`src/rtl/z16_pkg.sv`:
```
// rtl/z16_pkg.sv - shared constants and types for the Z16 MMIO GPIO peripheral
package z16_pkg;

  localparam logic [15:0] GPIO_BASE = 16'h0078;

  localparam int unsigned GPIO_OFS_IRQ_EN = 0;
  localparam int unsigned GPIO_OFS_OUT    = 2;
  localparam int unsigned GPIO_OFS_IN     = 4;
  localparam int unsigned GPIO_OFS_EDGE   = 6;

  typedef enum logic [1:0] {
    GPIO_REG_IRQ_EN,
    GPIO_REG_OUT,
    GPIO_REG_IN,
    GPIO_REG_EDGE
  } gpio_reg_e;

endpackage

```
`src/rtl/z16_debounce.sv`:
```
// rtl/z16_debounce.sv - single-channel two-flop synchroniser and debounce counter
module z16_debounce #(
  parameter int unsigned DEBOUNCE_CYCLES = 270000
) (
  input  logic i_clk,
  input  logic i_rst,
  input  logic i_pin,
  output logic o_stable,
  output logic o_rise
);

  localparam int CNT_W = $clog2(DEBOUNCE_CYCLES + 1);
  localparam logic [CNT_W-1:0] CNT_LAST = CNT_W'(DEBOUNCE_CYCLES - 1);

  logic [1:0]       sync_q;
  logic             stable_q;
  logic [CNT_W-1:0] cnt_q;
  logic             accept;

  // accept is the cycle in which stable flips; exported so EDGE can set on that same posedge
  assign accept   = (sync_q[1] != stable_q) && (cnt_q == CNT_LAST);
  assign o_rise   = accept & sync_q[1];
  assign o_stable = stable_q;

  always_ff @(posedge i_clk or posedge i_rst) begin
    if (i_rst) begin
      sync_q   <= '0;
      stable_q <= 1'b0;
      cnt_q    <= '0;
    end else begin
      sync_q <= {sync_q[0], i_pin};
      if (sync_q[1] == stable_q) begin
        cnt_q <= '0;
      end else if (accept) begin
        stable_q <= sync_q[1];
        cnt_q    <= '0;
      end else begin
        cnt_q <= cnt_q + CNT_W'(1);
      end
    end
  end

endmodule

```
`src/rtl/z16_mmio_gpio.sv`:
```
// rtl/z16_mmio_gpio.sv - memory-mapped GPIO: output register, debounced inputs, edge flags, irq
module z16_mmio_gpio
  import z16_pkg::*;
#(
  parameter int unsigned ADDR_W          = 16,
  parameter int unsigned DATA_W          = 16,
  parameter logic [ADDR_W-1:0] BASE_ADDR = ADDR_W'(GPIO_BASE),
  parameter int unsigned N_OUT           = 6,
  parameter int unsigned N_IN            = 1,
  parameter logic [N_IN-1:0] IN_POLARITY = '0,
  parameter int unsigned DEBOUNCE_CYCLES = 270000
) (
  input  logic              i_clk,
  input  logic              i_rst,
  input  logic [ADDR_W-1:0] i_addr,
  input  logic              i_wen,
  input  logic [DATA_W-1:0] i_wdata,
  output logic [DATA_W-1:0] o_rdata,
  output logic              o_hit,
  input  logic [N_IN-1:0]   i_in,
  output logic [N_OUT-1:0]  o_out,
  output logic              o_irq
);

  localparam logic [ADDR_W-1:0] A_IRQ_EN = BASE_ADDR + ADDR_W'(GPIO_OFS_IRQ_EN);
  localparam logic [ADDR_W-1:0] A_OUT    = BASE_ADDR + ADDR_W'(GPIO_OFS_OUT);
  localparam logic [ADDR_W-1:0] A_IN     = BASE_ADDR + ADDR_W'(GPIO_OFS_IN);
  localparam logic [ADDR_W-1:0] A_EDGE   = BASE_ADDR + ADDR_W'(GPIO_OFS_EDGE);

  gpio_reg_e        sel;
  logic [N_IN-1:0]  irq_en_q;
  logic [N_OUT-1:0] out_q;
  logic [N_IN-1:0]  edge_q;
  logic [N_IN-1:0]  in_stable;
  logic [N_IN-1:0]  in_rise;
  logic [N_IN-1:0]  edge_clr;
  logic             wr_en;
  logic             wdata_unused;

  assign wdata_unused = ^i_wdata;

  for (genvar i = 0; i < N_IN; i++) begin : g_ch
    z16_debounce #(
      .DEBOUNCE_CYCLES(DEBOUNCE_CYCLES)
    ) u_debounce (
      .i_clk   (i_clk),
      .i_rst   (i_rst),
      .i_pin   (i_in[i] ^ IN_POLARITY[i]),
      .o_stable(in_stable[i]),
      .o_rise  (in_rise[i])
    );
  end

  always_comb begin
    o_hit = 1'b1;
    sel   = GPIO_REG_IRQ_EN;
    case (i_addr)
      A_IRQ_EN: sel = GPIO_REG_IRQ_EN;
      A_OUT:    sel = GPIO_REG_OUT;
      A_IN:     sel = GPIO_REG_IN;
      A_EDGE:   sel = GPIO_REG_EDGE;
      default:  o_hit = 1'b0;
    endcase
  end

  always_comb begin
    o_rdata = '0;
    if (o_hit) begin
      case (sel)
        GPIO_REG_IRQ_EN: o_rdata[N_IN-1:0]  = irq_en_q;
        GPIO_REG_OUT:    o_rdata[N_OUT-1:0] = out_q;
        GPIO_REG_IN:     o_rdata[N_IN-1:0]  = in_stable;
        GPIO_REG_EDGE:   o_rdata[N_IN-1:0]  = edge_q;
        default:         o_rdata = '0;
      endcase
    end
  end

  assign wr_en    = i_wen && o_hit;
  assign edge_clr = (wr_en && sel == GPIO_REG_EDGE) ? i_wdata[N_IN-1:0] : '0;

  always_ff @(posedge i_clk or posedge i_rst) begin
    if (i_rst) begin
      irq_en_q <= '0;
      out_q    <= '0;
      edge_q   <= '0;
    end else begin
      if (wr_en && sel == GPIO_REG_IRQ_EN) irq_en_q <= i_wdata[N_IN-1:0];
      if (wr_en && sel == GPIO_REG_OUT)    out_q    <= i_wdata[N_OUT-1:0];
      // set is applied after the clear so a coincident rising edge is never lost
      edge_q <= (edge_q & ~edge_clr) | in_rise;
    end
  end

  assign o_out = out_q;
  assign o_irq = |(edge_q & irq_en_q);

endmodule

```
`config.mk`:
```
export PLATFORM = sky130hd
export DESIGN_NAME = z16_mmio_gpio
export DESIGN_NICKNAME = d
export VERILOG_FILES = /design/src/rtl/z16_pkg.sv /design/src/rtl/z16_debounce.sv /design/src/rtl/z16_mmio_gpio.sv
export SDC_FILE = /design/constraint.sdc
export NUM_CORES = 1
export LEC_CHECK = 0
export ABC_AREA = 0
export BUFFER_PORTS_ARGS = -buffer_cell sky130_fd_sc_hd__buf_2
export CORE_MARGIN = 3
export CORE_UTILIZATION = 53
export DETAILED_ROUTE_END_ITERATION = 8
export PLACE_DENSITY = 0.84
export SYNTH_ARGS = -nofsm -noshare
export SYNTH_HDL_FRONTEND = slang
export SYNTH_HIERARCHICAL = 1
export SYNTH_SLANG_ARGS = --single-unit
```
`constraint.sdc`:
```
create_clock -name i_clk -period 5.1 [get_ports i_clk]
set_clock_uncertainty 0.15 [all_clocks]
set_input_delay 0.51 -clock i_clk [delete_from_list [all_inputs] [get_ports i_clk]]
set_output_delay 0.51 -clock i_clk [all_outputs]
set_load 0.05 [all_outputs]
```
=== Word-level counts from Yosys, hierarchy flattened ===
Cells that the tools add are included.

* Register bits after elaboration: 30
* Input port bits: 36
* Output and inout bits: 24

* Add/subtract/negate cells: 1
* Equality and inequality tests: 10
* Multiplexer cells: 8
* Bitwise logic cells: 6
* Reductions and logical operators: 8

{| class="wikitable"
|+ Operators with widths
! operator !! count
|-
| $eq A16 B7 Y1 const B || 4
|-
| $mux W19 || 2
|-
| $add A19 B1 Y19 const B || 1
|-
| $eq A19 B19 Y1 const B || 1
|-
| $mux W6 || 1
|-
| $pmux W2 S3 || 1
|-
| $logic_and A1 B1 Y1 || 5
|-
| $mux W5 || 1
|-
| $eq A2 B2 Y1 const B || 2
|-
| $pmux W1 S4 || 1
|-
| $reduce_or A4 Y1 || 1
|-
| $and A1 B1 Y1 || 3
|-
| $eq A2 B1 Y1 const B || 1
|-
| $logic_not A2 Y1 || 1
|-
| $mux W1 || 2
|-
| $not A1 Y1 || 2
|-
| $reduce_and A2 Y1 || 1
|-
| $eq A1 B1 Y1 || 1
|-
| $ne A1 B1 Y1 || 1
|-
| $or A1 B1 Y1 || 1
|}

=== Depth between registers and ports, before layout ===
* Word-level depth: 9
* Gate-level depth with buffers: 6
* Gate-level depth less buffers: 6

=== Hierarchy ===
The synthesis kept the hierarchy.

{| class="wikitable"
|+ Modules (own cells, without submodules)
! module !! instances !! cells an instance !! area an instance (µm²) !! sequential area each (µm²)
|-
| z16_debounce || 1 || 107 || 1139.8 || 550.5
|-
| z16_mmio_gpio || 1 || 54 || 555.5 || 200.2
|}

=== Least setup slack after synthesis ===
OpenSTA, ideal clock, no wires.

* Kind: in2out
* Start point: input port i_addr[9]
* End point: output port o_rdata[0]
* Arrival time: 2.150 ns
* Path slack: 2.290 ns
* Cell stages on the path: 3
* Path buffers: 0
* Cells stage by stage: nor4_1 nand4_1 a221oi_1

* Word-level cells in the longest chain between the ends: 5

{| class="wikitable"
|+ Ends and longest elaborated chain
! element !! line !! RTL
|-
| start: declaration || z16_mmio_gpio.sv:15 || <nowiki>input logic [ADDR_W-1:0] i_addr,</nowiki>
|-
| $eq A16 B7 Y1 || z16_mmio_gpio.sv:57 || <nowiki>case (i_addr)</nowiki>
|-
| $pmux W2 S3 || z16_mmio_gpio.sv:57 ||
|-
| $eq A2 B2 Y1, or another cell as far along || z16_mmio_gpio.sv:69 || <nowiki>case (sel)</nowiki>
|-
| $pmux W1 S4 || z16_mmio_gpio.sv:69 ||
|-
| $mux W6 (*) || z16_mmio_gpio.sv:68 || <nowiki>if (o_hit) begin</nowiki>
|-
| end: declaration || z16_mmio_gpio.sv:18 || <nowiki>output logic [DATA_W-1:0] o_rdata,</nowiki>
|}

Every way passes the cells marked *; elsewhere a longest branch is shown, timed or not.

=== Worst setup path in the final report ===
* Start point: input port i_addr[9]
* End point: output port o_rdata[4]

* Word-level cells in the longest chain between the ends: 5

{| class="wikitable"
|+ Ends and longest elaborated chain
! element !! line
|-
| $eq A16 B7 Y1 || z16_mmio_gpio.sv:57
|-
| $pmux W2 S3 || z16_mmio_gpio.sv:57
|-
| $eq A2 B1 Y1 || z16_mmio_gpio.sv:69
|-
| $mux W5 || z16_mmio_gpio.sv:69
|-
| $mux W6 (*) || z16_mmio_gpio.sv:68
|}

Marked as above.

==> metrics.yaml <==
run_status:
  outcome: "finished clean"
hold_path:
  hold-path-cell-count: 1
  whs_endpoint: "g_ch[0].u_debounce/sync_q[0]"
  worstHoldStart: "i_in"
  hold_path.class: "primary input to flop"
drt:
  via_per_inst: 5.446
  route.vias.total: 1356
  drt_wl_total_um: 3351
  drt-initial-drc-count: 28
  avgRoutedWirePerCell_um: 13.46
  drt_pass1_iterations: 4
  drcViolationCount: 0
  ant_nets: 0
logic_synthesis:
  seq_area_frac_synth: 0.4428
  synthCells: 161
  ys.flop_type: "dfrtp_1"
  synth_common_cells: "dfrtp_1, nor2_1, buf_4, nand3_1, nand4_1"
  synth.top_cell.area_share: 0.4428
  synth_edf_count: 0
  async_reset_ff_frac: 1.000
  synth_cell_types: 36
  synth.most_common_cell: "dfrtp_1"
  synth_area_leader_cell: "dfrtp_1"
  ys_warn_count: 6
  yosys-top-cells-area: "dfrtp_1, mux2_2, buf_4, nor2_1, xor2_1"
  ys_seq_elements: 30
  synth.cell_area_um2: 1695
  avgSynthCellArea_um2: 10.53
layout:
  seqCellArea_um2: 750.7
  fin_area_um2: 1979
  area_delta_synth_final_pct: 16.75
  fin_util: 0.6825
  n_antenna_cell: 0
  fill_cells: 218
  layout.nets: 243
  multiInputGateArea_um2: 877.1
  drive_gt1_frac: 0.3237
floorplanning:
  start_util: 0.5846
  die_area_um2: 3914
  num_rows: 19
  die_w_um: 62.56
  coreArea_um2: 2900
  die_h_um: 62.56
  io_pins: 60
placement:
  placed_area_um2: 1891
  gp_congestion: 0.8762
  io_buffer_count: 39
  dp_slack_ns: 2.578
  dp_hpwl_um: 2642
timing:
  setup_viol: 0
  tightestPinTransition_ns: 0.8175
  setup_slack_ns: 2.591
  finalCritPeriodShare: 0.4919
  setup_tns_ns: 0
  slew_violations: 0
  hold-worst-slack_ns: 0.1395
  rsz0062_at_grt: "false"
  timing.fmax_mhz: 398.6
  layout_min_cycle_time_ns: 2.509
  relSlewSlack: 0.4544
  final-hold-violation-count: 0
critical_path:
  path_class: "primary input to output pin"
  crit_path_start_kind: "primary input"
  slowest_delay_ns: 0.27
  reg2reg_to: "g_ch[0].u_debounce/cnt_q[2]"
  reg2regPathDepth: 4
  path_buf_inv: 3
  cp_common_cell: "buf_2"
  regToRegStartpoint: "g_ch[0].u_debounce/cnt_q[13]"
  cp.arrival_ns: 1.85
  crit_family: "simple AND/OR/NAND/NOR gates"
  endpoint_kind: "output pin"
  rrSetupSlack_ns: 3.05
  required_ns: 4.44
  crit_chain: "buf_2 > nor4_1 > nand4_1 > inv_2 > and3_2 > and2_1 > buf_2"
  slowest_stage: "nor4_1"
  crit_fanout: 5
grt:
  overflow: 0
  grt_max_degree: 23
  globalRouteTotalUtil: 0.1805
  antenna_found_initial: 0
  grt_pass1_wl_um: 5713
  grt_pass1_vias: 1361
clock_tree:
  cts-resized-gates: 0
  h-tree-depth: 2
  insertion_delay_ns: 0.32
  path_clk_slew_ns: 0.09
  cts_num_sinks: 30
  cts_root_buffer: "clkbuf_4"
  clock_path_buffers: 2
  cts_made_buffers: 5
  tritoncts: "done"
power_and_ir_drop:
  p_switching_uw: 112.1
  ir_drop_v: 0.0001519
  pwr-share-seq: 0.532
  cellLeakagePower_uw: 0.0009540
  internal_power_uw: 346.6
  pwr-share-comb: 0.095
  swShare: 0.2444
  pwr-share-clk: 0.374
  power_density_nw_per_um2: 231.7
run:
  maxCapViolCount: 0
repair_timing:
item	4_1_cts	5_1_grt
setup buffers	0	0
hold buffers	1	0
hold endpoints to repair	8	0
logic make-up (layout without fill, tap and decap cells):
group                      after synthesis  after routing  synth area share
DFF                                     30             30            0.4428
buffers and inverters                   15             52           0.05977
xor gates and xnor gates                15             15           0.07749
AOI/OAI and AO/OA                       12             12           0.04945
other                                    1             10          0.002212
adders and majority gates                1              1          0.007379
and+or+nand+nor                         79             79            0.3077
muxes                                    8              8           0.05314
worst max-delay path by stage:
stage | cells past startpoint | slack, ns | startpoint | to
after floorplan | 3 | 2.29 | i_addr[9] | o_rdata[0]
after global placement | 7 | 2.66 | i_addr[9] | o_rdata[2]
after detailed placement | 7 | 2.58 | i_addr[9] | o_rdata[4]
after CTS | 7 | 2.58 | i_addr[9] | o_rdata[4]
after global routing | 7 | 2.50 | i_addr[9] | o_rdata[4]
final | 7 | 2.59 | i_addr[9] | o_rdata[4]
through the flow:
step	std cells	power (µW)
after CTS	249	464.6
after global routing	249	478.9
after detailed placement	240	291.5
after floorplan	170	283.0
final	249	458.7
after global placement	240	290.0
power groups by stage:
stage | Sequential (µW) | Clock, µW | Combinational (µW)
3_3_place_gp | 248 | 0 | 41.6
3_5_place_dp | 249 | 0 | 42.9
2_1_floorplan | 248 | 0 | 35.3
6_report | 244 | 171 | 43.4
4_1_cts | 244 | 177 | 43.7
5_1_grt | 245 | 187 | 47.7
state kept, by name (all words and copies together), names as in the netlist:
signal,cells
irq_en_q,1
o_out,6
g_ch.u_debounce/o_stable,1
g_ch.u_debounce/sync_q,2
g_ch.u_debounce/cnt_q,19
edge_q,1
cell usage in the layout (no fill, tap or decap), types with 2 or more instances in the layout:
cell type,count
conb_1,10
nand2b_1,2
clkbuf_4,5
a21oi_1,3
nor4_1,4
inv_1,3
o21ai_0,5
and2_1,7
and4_1,2
nand4_1,10
nor4b_2,2
nand2_1,6
mux2_2,8
and4_4,2
nor2_1,20
xnor2_1,7
buf_2,39
nand3_1,10
clkbuf_8,3
nand4_4,3
xor2_1,8
or3_1,3
dfrtp_1,30
routing by layer:
layer / vias up / share of wire / global-route usage
li1: 649 / - / -
met1: 647 / 0.39 / 0.1869
met2: 50 / 0.51 / 0.3276
met3: 10 / 0.069 / 0.06115
met4: 0 / 0.022 / 0.07989
met5: - / 0 / 0
layout make-up:
class	count	area share
clock buffer	8	0.03982
inverter	4	0.007585
timing repair buffer	40	0.1037
sequential	30	0.3793
multi-input combinational	125	0.4431
tap	42	0.02655
Power figures use the tool's default switching activity.
